[src/rtl/four_input_switch_debouncer_pkg.sv]
`default_nettype none
// ============================================================================
// Module      : switch_debounce_pkg
// Description : Shared constants and channel state type for the
//               four_input_switch_debouncer block.
// Revision    : 1.0 - initial release
// ============================================================================
package switch_debounce_pkg;

  // Number of independent switch channels
  localparam int NUM_CH = 4;

  // Default configuration for a 50 MHz system clock (about 1 ms debounce)
  localparam int DEF_SYNC_STAGES     = 2;
  localparam int DEF_DEBOUNCE_CYCLES = 50000;
  localparam int DEF_CNT_W           = 16;

  // Per-channel filter state
  typedef enum logic [0:0] {
    ST_STABLE   = 1'b0,
    ST_COUNTING = 1'b1
  } ch_state_e;

endpackage : switch_debounce_pkg
`default_nettype wire

[src/rtl/four_input_switch_debouncer_if.sv]
`default_nettype none
// ============================================================================
// Module      : four_input_switch_debouncer_if
// Description : Switch bus between raw inputs and the debounced levels /
//               edge pulses. master = stimulus side, slave = debouncer.
// Revision    : 1.0 - initial release
// ============================================================================
interface four_input_switch_debouncer_if;
  import switch_debounce_pkg::*;

  logic [NUM_CH-1:0] sw_in;
  logic [NUM_CH-1:0] sw_out;
  logic [NUM_CH-1:0] rise;
  logic [NUM_CH-1:0] fall;

  modport master (
    output sw_in,
    input  sw_out,
    input  rise,
    input  fall
  );

  modport slave (
    input  sw_in,
    output sw_out,
    output rise,
    output fall
  );

endinterface : four_input_switch_debouncer_if
`default_nettype wire

[src/rtl/four_input_switch_debouncer_channel.sv]
`default_nettype none
// ============================================================================
// Module      : debounce_channel
// Description : One switch channel: SYNC_STAGES-deep synchronizer followed by
//               a counter-based debounce filter. The output follows the
//               synchronized input only after it has differed for a full
//               debounce window; any return to the current level restarts.
//               Optional macro EDGE_PULSE_EN adds registered rise/fall pulses;
//               without it rise_o/fall_o are tied low.
// Revision    : 1.0 - initial release
// ============================================================================
module debounce_channel
  import switch_debounce_pkg::*;
#(
  parameter int SYNC_STAGES     = DEF_SYNC_STAGES,
  parameter int DEBOUNCE_CYCLES = DEF_DEBOUNCE_CYCLES,
  parameter int CNT_W           = DEF_CNT_W
) (
  input  logic clk,
  input  logic rst,
  input  logic sw_i,
  output logic sw_o,
  output logic rise_o,
  output logic fall_o
);

  // Reject configurations the counter cannot represent without wrapping
  if (SYNC_STAGES < 2) begin : g_bad_sync_stages
    $error("debounce_channel: SYNC_STAGES must be >= 2");
  end
  if (DEBOUNCE_CYCLES < 1) begin : g_bad_debounce_cycles
    $error("debounce_channel: DEBOUNCE_CYCLES must be >= 1");
  end
  if ((2 ** CNT_W) <= DEBOUNCE_CYCLES) begin : g_bad_cnt_w
    $error("debounce_channel: 2**CNT_W must exceed DEBOUNCE_CYCLES");
  end

  localparam logic [CNT_W-1:0] CNT_TERM = CNT_W'(DEBOUNCE_CYCLES - 1);

  logic [SYNC_STAGES-1:0] sync_q;
  logic                   s_last;
  ch_state_e              state_q, state_d;
  logic [CNT_W-1:0]       cnt_q, cnt_d;
  logic                   out_q, out_d;

  // Shift the raw level through the synchronizer chain
  always_ff @(posedge clk) begin
    if (rst) begin
      sync_q <= '0;
    end else begin
      sync_q <= {sync_q[SYNC_STAGES-2:0], sw_i};
    end
  end

  assign s_last = sync_q[SYNC_STAGES-1];

  // Filter state, counter and debounced level registers
  always_ff @(posedge clk) begin
    if (rst) begin
      state_q <= ST_STABLE;
      cnt_q   <= '0;
      out_q   <= 1'b0;
    end else begin
      state_q <= state_d;
      cnt_q   <= cnt_d;
      out_q   <= out_d;
    end
  end

  // Next-state logic: a mismatch first arms COUNTING, then the window runs
  always_comb begin
    state_d = state_q;
    cnt_d   = cnt_q;
    out_d   = out_q;
    case (state_q)
      ST_STABLE: begin
        cnt_d = '0;
        if (s_last != out_q) begin
          state_d = ST_COUNTING;
        end
      end
      ST_COUNTING: begin
        if (s_last == out_q) begin
          // Bounce back to the current level: discard the partial window
          state_d = ST_STABLE;
          cnt_d   = '0;
        end else if (cnt_q == CNT_TERM) begin
          state_d = ST_STABLE;
          cnt_d   = '0;
          out_d   = s_last;
        end else begin
          cnt_d = cnt_q + CNT_W'(1);
        end
      end
      default: begin
        state_d = ST_STABLE;
        cnt_d   = '0;
      end
    endcase
  end

  assign sw_o = out_q;

`ifdef EDGE_PULSE_EN
  logic rise_q;
  logic fall_q;

  // Edge pulses registered on the same edge that the debounced level moves
  always_ff @(posedge clk) begin
    if (rst) begin
      rise_q <= 1'b0;
      fall_q <= 1'b0;
    end else begin
      rise_q <= out_d & ~out_q;
      fall_q <= ~out_d & out_q;
    end
  end

  assign rise_o = rise_q;
  assign fall_o = fall_q;
`else
  assign rise_o = 1'b0;
  assign fall_o = 1'b0;
`endif

endmodule : debounce_channel
`default_nettype wire

[src/rtl/four_input_switch_debouncer.sv]
`default_nettype none
// ============================================================================
// Module      : four_input_switch_debouncer
// Description : Four independent synchronizer + debounce channels feeding the
//               A..D inputs of the downstream NOR stage (sw_out[0..3]).
//               Macro EDGE_PULSE_EN enables the rise/fall pulse outputs;
//               otherwise they read as 4'b0000.
// Revision    : 1.0 - initial release
// ============================================================================
module four_input_switch_debouncer
  import switch_debounce_pkg::*;
#(
  parameter int SYNC_STAGES     = DEF_SYNC_STAGES,
  parameter int DEBOUNCE_CYCLES = DEF_DEBOUNCE_CYCLES,
  parameter int CNT_W           = DEF_CNT_W
) (
  input  logic                          clk,
  input  logic                          rst,
  four_input_switch_debouncer_if.slave  bus
);

  logic [NUM_CH-1:0] sw_out_w;
  logic [NUM_CH-1:0] rise_w;
  logic [NUM_CH-1:0] fall_w;

  for (genvar i = 0; i < NUM_CH; i++) begin : g_ch
    debounce_channel #(
      .SYNC_STAGES     (SYNC_STAGES),
      .DEBOUNCE_CYCLES (DEBOUNCE_CYCLES),
      .CNT_W           (CNT_W)
    ) u_channel (
      .clk    (clk),
      .rst    (rst),
      .sw_i   (bus.sw_in[i]),
      .sw_o   (sw_out_w[i]),
      .rise_o (rise_w[i]),
      .fall_o (fall_w[i])
    );
  end

  assign bus.sw_out = sw_out_w;
  assign bus.rise   = rise_w;
  assign bus.fall   = fall_w;

endmodule : four_input_switch_debouncer
`default_nettype wire

[src/flat_wrapper.sv]
// flat-port wrapper written by rule: the top's interface ports become plain ports
module four_input_switch_debouncer_flat import switch_debounce_pkg::*;
#(
  parameter int SYNC_STAGES     = DEF_SYNC_STAGES,
  parameter int DEBOUNCE_CYCLES = DEF_DEBOUNCE_CYCLES,
  parameter int CNT_W           = DEF_CNT_W
)
  (clk, rst, bus_sw_in, bus_sw_out, bus_rise, bus_fall);
  four_input_switch_debouncer_if bus_i ();
  input  logic clk;
  input  logic rst;
  input wire logic [$bits(bus_i.sw_in)-1:0] bus_sw_in;
  output wire logic [$bits(bus_i.sw_out)-1:0] bus_sw_out;
  output wire logic [$bits(bus_i.rise)-1:0] bus_rise;
  output wire logic [$bits(bus_i.fall)-1:0] bus_fall;
  assign bus_i.sw_in = bus_sw_in;
  assign bus_sw_out = bus_i.sw_out;
  assign bus_rise = bus_i.rise;
  assign bus_fall = bus_i.fall;
  four_input_switch_debouncer #(.SYNC_STAGES(SYNC_STAGES), .DEBOUNCE_CYCLES(DEBOUNCE_CYCLES), .CNT_W(CNT_W)) u_core (.clk(clk), .rst(rst), .bus(bus_i));
endmodule
[config.mk]
export PLATFORM = sky130hd
export DESIGN_NAME = four_input_switch_debouncer_flat
export DESIGN_NICKNAME = d
export VERILOG_FILES = /design/src/rtl/four_input_switch_debouncer_pkg.sv /design/src/rtl/four_input_switch_debouncer_if.sv /design/src/rtl/four_input_switch_debouncer_channel.sv /design/src/rtl/four_input_switch_debouncer.sv /design/src/flat_wrapper.sv
export SDC_FILE = /design/constraint.sdc
export NUM_CORES = 1
export LEC_CHECK = 0
export CAP_MARGIN = 15
export CELL_PAD_IN_SITES_DETAIL_PLACEMENT = 1
export CELL_PAD_IN_SITES_GLOBAL_PLACEMENT = 2
export CORE_AREA = 8 8 103 105
export DETAILED_ROUTE_END_ITERATION = 7
export DIE_AREA = 0 0 111 113
export PLACE_DENSITY = 0.87
export SLEW_MARGIN = 20
export SYNTH_ARGS = -nofsm -noshare
export SYNTH_HDL_FRONTEND = slang
export SYNTH_SLANG_ARGS = --single-unit
[constraint.sdc]
create_clock -name clk -period 5.2 [get_ports clk]
set_clock_uncertainty 0.1 [all_clocks]
set_input_delay 0.52 -clock clk [delete_from_list [all_inputs] [get_ports clk]]
set_output_delay 0.52 -clock clk [all_outputs]
set_load 0.05 [all_outputs]
==> results by group, run 1 <==
Synthesis
  – Synthesized flop and latch total: 80
  – YS warnings: 0
  – Post-synth top flop: dfxtp_1
  – Asr flop ratio synth: 0%
  – Netlist cell types: 38
  – Mapped Area: 3520 sq um
  – Avg Synthesized Cell Area: about 9 sq um
  – Register area share after synthesis: 45.5%
  – Number of synthesized flops with an enable pin: 0
  – Mapped Cells: 398

Global route
  – Grt total ovfl: 0
  – GR Layer Usage met2: 20.4%
  – Largest net degree at the start of global routing: 20
  – Met1 GRT Util: 14.4%
  – GR peak layer: met2
  – GR Util met3: between 3 and 4%
  – Initial antenna violation count: 0
  – Total GRT Usage: approximately an eighth
  – First-pass GRT wire length: 12800 um
  – Vias in the first global route: 2765

Power and ir drop
  – P per Cell Area: 309 nW/um^2
  – Sw Pwr: 0.246 mW
  – Combinational share of power: approximately 2.1%
  – Sw Ratio: 20.5%
  – VDD IR max: between 0.15 and 0.2 mV
  – P_int: 0.955 mW
  – Total power: 1.20 mW
  – Leakage: 1.13 nW
  – Clock network fraction of total power: 46.5%
  – Seq pwr share: 51.4%

Routing
  – DRC Markers: 0
  – Detailed Route Iter0 Violations: 69
  – Vias: 2696
  – Antenna-violating nets left: 0
  – DR pass1 iterations: 4
  – Drt total wl: 7250 um
  – Wirelength per Cell: 13.9 um
  – Vias per cell: 5.17

Clocking
  – Clock buffer depth: 2
  – Root Driver: clkbuf_8
  – TritonCTS Buffers: 9
  – Sinks on Clock Net: 80
  – Hold Buf Count CTS: 0
  – CTS tree: built
  – PostCTS Resize Cnt: 0
  – H-Tree Depth: 3
  – Clock slew at reported path FFs: 0.08 ns
  – Post-CTS setup repair buffer count: 0
  – Worst skew pair latency: about 0.35 ns

Run
  – Maxcap violations: 0

Timing
  – RSZ-0062 raised after global routing: no
  – Period utilisation layout: 45.7%
  – Hold Fails Final Rpt: 0
  – TNS Setup: 0 ns
  – Final Max Tran Viols: 0
  – Max Fclk: approximately 0.42 GHz
  – Setup Viol. Count Final: 0
  – Worst setup margin: 2.83 ns
  – Min cycle time layout: 2.37 ns
  – Slew headroom: 58.1%
  – Worst Tran Pin Value: 0.627 ns

Critical path
  – Flop-to-flop setup slack: between 2 and 3 ns
  – WS Path Type: reg -> reg
  – Crit path max fanout: 15
  – Type of origin of the critical path: flop
  – Critical Path AT: 2.50 ns
  – Critical Path Sink Type: flop
  – Critical path required time: 5.32 ns

Placement
  – Placed cells: 505
  – Dpl ws: 2.68 ns
  – Placed Area: 3640 sq um
  – Port Buffer Count: 9
  – Final GP Congestion: 0.778
  – Dpl hpwl: 5220 um

Floorplanning
  – Initial Utilization: 39.2%
  – Die ar.: 12500 sq um
  – FP Rows: 35
  – Width of the die: about 110 um
  – Die Y: 113 um
  – Core area: 8980 sq um
  – IO Pins: 18

Worst hold path
  – Min-Delay Path Class: reg -> reg

Finish
  – Share of cells above drive strength 1: 4.88%
  – Area Overhead vs Synth: 10.4%
  – Commonest cells after routing, fill and taps aside: dfxtp_1 (80), nor2_1 (71), xnor2_1 (49), nand3_1 (25), nand4_1 (22)
  – Design area: 3890 sq um
  – Nets@finish: about 420
  – Most common cell after layout, fill and taps aside: dfxtp_1
  – # diodes: 0
  – Post-route insts no fill: 521

Outcome
  – Status: finished clean
==> metrics by stage <==
stage / hold WS, ns / util, %
2_1_floorplan: 0.314 / -
3_3_place_gp: 0.318 / 40.6
3_5_place_dp: 0.332 / 40.6
4_1_cts: 0.347 / 43.3
5_1_grt: 0.367 / 43.3
6_report: 0.340 / 43.3
==> routing by layer <==
layer | up-vias | part of all wire (%) | wire [um]
met5 | - | 0 | 0
met4 | 0 | 1.4 | 104
li1 | 1356 | - | -
met2 | 30 | 48 | 3490
met1 | 1300 | 47 | 3420
met3 | 10 | 3.2 | 231
==> path summary, 6_finish.rpt <==
check | startpoint | end | cells past startpoint
min | u_core.g_ch[2].u_channel.sync_q[0] | u_core.g_ch[2].u_channel.sync_q[1] | 1
min reg2reg | u_core.g_ch[2].u_channel.sync_q[0] | u_core.g_ch[2].u_channel.sync_q[1] | 1
max | u_core.g_ch[3].u_channel.cnt_q[0] | u_core.g_ch[3].u_channel.cnt_q[14] | 5
max reg2reg | u_core.g_ch[3].u_channel.cnt_q[0] | u_core.g_ch[3].u_channel.cnt_q[14] | 5
==> area by class of cell <==
class / count / area, sq um
Fill cell: 1087 / 5090
Clock inverter: 5 / 104
Inverter: 19 / 71.3
Sequential cell: 80 / 1600
Timing Repair Buffer: 9 / 90.1
Clock buffer: 11 / 141
Multi-Input combinational cell: 286 / 1740
Tap cell: 111 / 139
==> cells in the mapped netlist (2+ instances only) <==
cell type	count	area, sq um
xnor2_1	49	429
a21oi_1	5	25.0
xor2_1	10	87.6
nor3_1	16	80.1
and4_1	3	26.3
or4_1	4	30.0
nand4_1	22	138
and2_1	2	12.5
and3_1	2	12.5
nand3_1	25	125
or3_1	2	12.5
buf_4	13	97.6
nor2b_1	9	56.3
nand4b_1	2	17.5
ha_1	4	50.1
o21ai_0	4	20.0
inv_1	19	71.3
nor4_1	21	131
nor2_1	71	267
dfxtp_1	80	1600
nand2_1	13	48.8
o21a_1	2	15.0
a21boi_0	2	15.0
clkbuf_1	4	15.0
==> power by group through the flow <==
stage,combinational (mW),clock (mW),sequential [mW]
detailed placement,0.0251,0,0.632
CTS,0.0252,0.575,0.618
global route,0.0272,0.604,0.618
global placement,0.0248,0,0.632
floorplan,0.0244,0,0.632
finish,0.0251,0.558,0.618
==> worst max-delay path: stages (launching register included) <==
cell and delay (ns):
dfxtp_1 0.38, ha_1 0.20, nand3_1 0.26, nor4_1 0.63, nand3b_1 0.55, nor2_1 0.12
==> cells by family (layout without fill, tap and decap cells) <==
kind of cell	after synthesis	in the layout	share of synthesized area (%)
buf+inv	39	44	5.79
simple gates	201	201	30.1
flops	80	80	45.5
xor+xnor	59	59	14.7
fa+ha+maj	4	4	1.42
compound gates	14	14	2.42
other cells	1	8	0.106
==> state kept, by name, indices dropped and copies added, names as in the netlist <==
register and cells:
u_core.g_ch.u_channel.state_q 4, u_core.g_ch.u_channel.cnt_q 64, u_core.g_ch.u_channel.sw_o 4, u_core.g_ch.u_channel.sync_q 8
No activity file was read; power rests on OpenSTA's default activity.
==> run 2: changes to the inputs <==
--- a/config.mk
+++ b/config.mk
@@ -8,10 +8,10 @@
 export CAP_MARGIN = 15
 export CELL_PAD_IN_SITES_DETAIL_PLACEMENT = 1
 export CELL_PAD_IN_SITES_GLOBAL_PLACEMENT = 2
-export CORE_AREA = 8 8 103 105
+export CORE_AREA = 8 8 107 109
 export DETAILED_ROUTE_END_ITERATION = 7
-export DIE_AREA = 0 0 111 113
-export PLACE_DENSITY = 0.87
+export DIE_AREA = 0 0 115 117
+export PLACE_DENSITY = 0.81
 export SLEW_MARGIN = 20
 export SYNTH_ARGS = -nofsm -noshare
 export SYNTH_HDL_FRONTEND = slang
==> constraint.sdc (replaced) <==
create_clock -name clk -period 2.4 [get_ports clk]
set_clock_uncertainty 0.1 [all_clocks]
set_input_delay 0.24 -clock clk [delete_from_list [all_inputs] [get_ports clk]]
set_output_delay 0.24 -clock clk [all_outputs]
set_load 0.05 [all_outputs]
==> results by group, run 2 (same netlist as run 1, synthesis figures left out) <==
Global route
  – Met1 GRT Util: 14.5% (+0.11 points)
  – Total GRT Usage: 11.9% (-0.31 points)
  – GR Util met3: 2.87% (-0.20 points)
  – Vias in the first global route: 2744 (-0.76%)
  – Largest net degree at the start of global routing: 16 (-20%)
  – GR Layer Usage met2: 19.6% (-0.79 points)
  – First-pass GRT wire length: 12800 um (about the same)
  – Initial antenna violation count: 0 (unchanged)
  – Grt total ovfl: 0 (unchanged)
  – GR peak layer: met2

Critical path
  – Critical path required time: 2.52 ns (-2.80 ns)
  – Critical Path Sink Type: flop
  – Critical Path AT: 2.30 ns (-0.20 ns)
  – WS Path Type: reg -> reg
  – Crit path max fanout: 15 (unchanged)
  – Critical path, cell by cell: or4b_2 -> or4_1 -> nand3_2 -> nor2_1
  – Slowest stage cell on the critical path: or4b_2
  – Type of origin of the critical path: flop
  – CP max stage delay: 0.70 ns (+0.07 ns)
  – FF-to-FF path depth: 4 (-1)

Placement
  – Placed cells: 538 (+6.5%)
  – Final GP Congestion: 0.786 (+1.1%)
  – Port Buffer Count: 9 (unchanged)
  – Dpl hpwl: 5300 um (+1.5%)

Floorplanning
  – Width of the die: 115 um (+3.6%)
  – IO Pins: 18 (unchanged)
  – Die Y: 117 um (+3.5%)
  – Die ar.: 13500 sq um (+7.3%)
  – Initial Utilization: 35.6% (-3.7 points)
  – FP Rows: 37 (+5.7%)
  – Core area: 9910 sq um (+10%)

Timing
  – TNS Setup: 0 ns (unchanged)
  – Period utilisation layout: 90.6% (+45 points)
  – Setup Viol. Count Final: 0 (unchanged)
  – Max Fclk: 0.460 GHz (+9.2%)
  – RSZ-0062 raised after global routing: no
  – Hold Fails Final Rpt: 0 (unchanged)
  – Slew headroom: 61.9% (+3.8 points)
  – Min cycle time layout: 2.17 ns (-0.201 ns)
  – Worst Tran Pin Value: 0.570 ns (-0.0574 ns)
  – Final Max Tran Viols: 0 (unchanged)

Power and ir drop
  – P_int: 1.83 mW (+92%)
  – P per Cell Area: 606 nW/um^2 (+96%)
  – VDD IR max: 0.254 mV (+40%)
  – Seq pwr share: 56.4% (+5.0 points)
  – Leakage: 1.13 nW (+0.21%)
  – Total power: 2.38 mW (+98%)
  – Clock network fraction of total power: 41.2% (-5.3 points)
  – Sw Pwr: 0.543 mW (+120%)
  – Combinational share of power: 2.4% (+0.3 points)
  – Sw Ratio: 22.9% (+2.3 points)

Finish
  – Area Overhead vs Synth: 11.4%
  – Fillcell total: 1204 (+11%)
  – Nets@finish: 423 (+1.9%)
  – Commonest cells after routing, fill and taps aside: dfxtp_1 (80), nor2_1 (71), xnor2_1 (49), nand3_1 (25), nand4_1 (22)
  – Number of flip-flops in the largest register: 64 (unchanged)
  – Biggest registers after layout: u_core.g_ch.u_channel.cnt_q: 64 flops, u_core.g_ch.u_channel.sync_q: 8 flops
  – Final core utilization: 39.6% (-3.7 points)
  – Multi-input gate area: 1740 sq um (unchanged)
  – Biggest register: u_core.g_ch.u_channel.cnt_q
  – # diodes: 0 (unchanged)
  – Share of cells above drive strength 1: 6.24% (+1.4 points)
  – Most common cell after layout, fill and taps aside: dfxtp_1
  – Post-route insts no fill: 553 (+6.1%)
  – Register area: 1600 sq um (unchanged)

Routing
  – Vias per cell: 4.89 (-5.5%)
  – Wirelength per Cell: 13.5 um (-3.2%)
  – Detailed Route Iter0 Violations: 86 (+25%)
  – Antenna-violating nets left: 0 (unchanged)
  – Drt total wl: 7440 um (+2.7%)
  – Vias: 2705 (+0.33%)
  – DRC Markers: 0 (unchanged)
  – DR pass1 iterations: 4 (unchanged)

Clocking
  – Post-CTS setup repair buffer count: 0 (unchanged)
  – Root Driver: clkbuf_8
  – Hold Buf Count CTS: 0 (unchanged)
  – Clock slew at reported path FFs: 0.08 ns (about the same)
  – H-Tree Depth: 3 (unchanged)
  – PostCTS Resize Cnt: 0 (unchanged)
  – Worst skew pair latency: 0.35 ns (about the same)
  – Sinks on Clock Net: 80 (unchanged)
  – CTS tree: built
  – Clock buffer depth: 2 (unchanged)
  – TritonCTS Buffers: 9 (unchanged)

Outcome
  – Status: finished clean

Worst hold path
  – Min-Delay Path Class: in -> reg
  – Min-Delay Path Depth: 2 (+1)

Run
  – Maxcap violations: 0 (unchanged)
run 2: changes by cell type in the layout (fill, tap and decap cells not counted):
cell and change:
clkinv_2 -1, clkbuf_1 +1, clkbuf_8 -1, bufinv_16 -2, clkinvlp_4 +1, inv_6 +1
buf_4 +8
run 2: final timing paths:
kind	startpoint	end	slack (ns)
worst max-delay path	u_core.g_ch[1].u_channel.cnt_q[12]	u_core.g_ch[1].u_channel.cnt_q[15]	0.23
worst min-delay path	bus_sw_in[2]	u_core.g_ch[2].u_channel.sync_q[0]	0.34
worst max register to register	u_core.g_ch[1].u_channel.cnt_q[12]	u_core.g_ch[1].u_channel.cnt_q[15]	0.23
worst min register to register	u_core.g_ch[1].u_channel.sync_q[0]	u_core.g_ch[1].u_channel.sync_q[1]	0.35
run 2: through the flow:
stage / hold slack, ns / area, sq um / setup WS (ns)
2_1_floorplan: 0.268 / 3550 / 0.389
3_5_place_dp: 0.331 / 3740 / 0.220
4_1_cts: 0.313 / 3920 / 0.204
3_3_place_gp: 0.325 / 3740 / 0.305
6_report: 0.340 / 3920 / 0.227
5_1_grt: 0.319 / 3920 / 0.128
run 2: power by group through the flow:
stage	clock network [mW]	registers (mW)	logic (mW)
3_3_place_gp	0	1.37	0.0560
4_1_cts	1.03	1.34	0.0571
2_1_floorplan	0	1.37	0.0528
5_1_grt	1.08	1.34	0.0612
3_5_place_dp	0	1.37	0.0568
6_report	0.980	1.34	0.0569
run 2: metal layers:
layer | up-vias | share of wire, %
li1 | 1376 | -
met4 | 0 | 1.2
met5 | - | 0
met1 | 1307 | 48
met3 | 6 | 2.3
met2 | 16 | 49
run 2: layout make-up:
class / instances / share of cell area [%]
inverters: 19 / 1.82
clock buffers: 11 / 3.35
multi-input cells: 286 / 44.4
well taps: 136 / 4.34
clock inverters: 4 / 1.40
flip-flops and latches: 80 / 40.8
repair buffers: 17 / 3.83
run 2: critical path: cells and delay by family, from the launching register on:
kind,cells,cell delay [ns]
flops,1,0.35
simple gates,4,1.60
==> run 3: changes to the inputs <==
--- a/config.mk
+++ b/config.mk
@@ -5,6 +5,7 @@
 export SDC_FILE = /design/constraint.sdc
 export NUM_CORES = 1
 export LEC_CHECK = 0
+export ABC_CLOCK_PERIOD_IN_PS = 2400
 export CAP_MARGIN = 15
 export CELL_PAD_IN_SITES_DETAIL_PLACEMENT = 1
 export CELL_PAD_IN_SITES_GLOBAL_PLACEMENT = 2
==> results of run 3 <==
Final layout, timing and power as in run 2 (identical DEF).
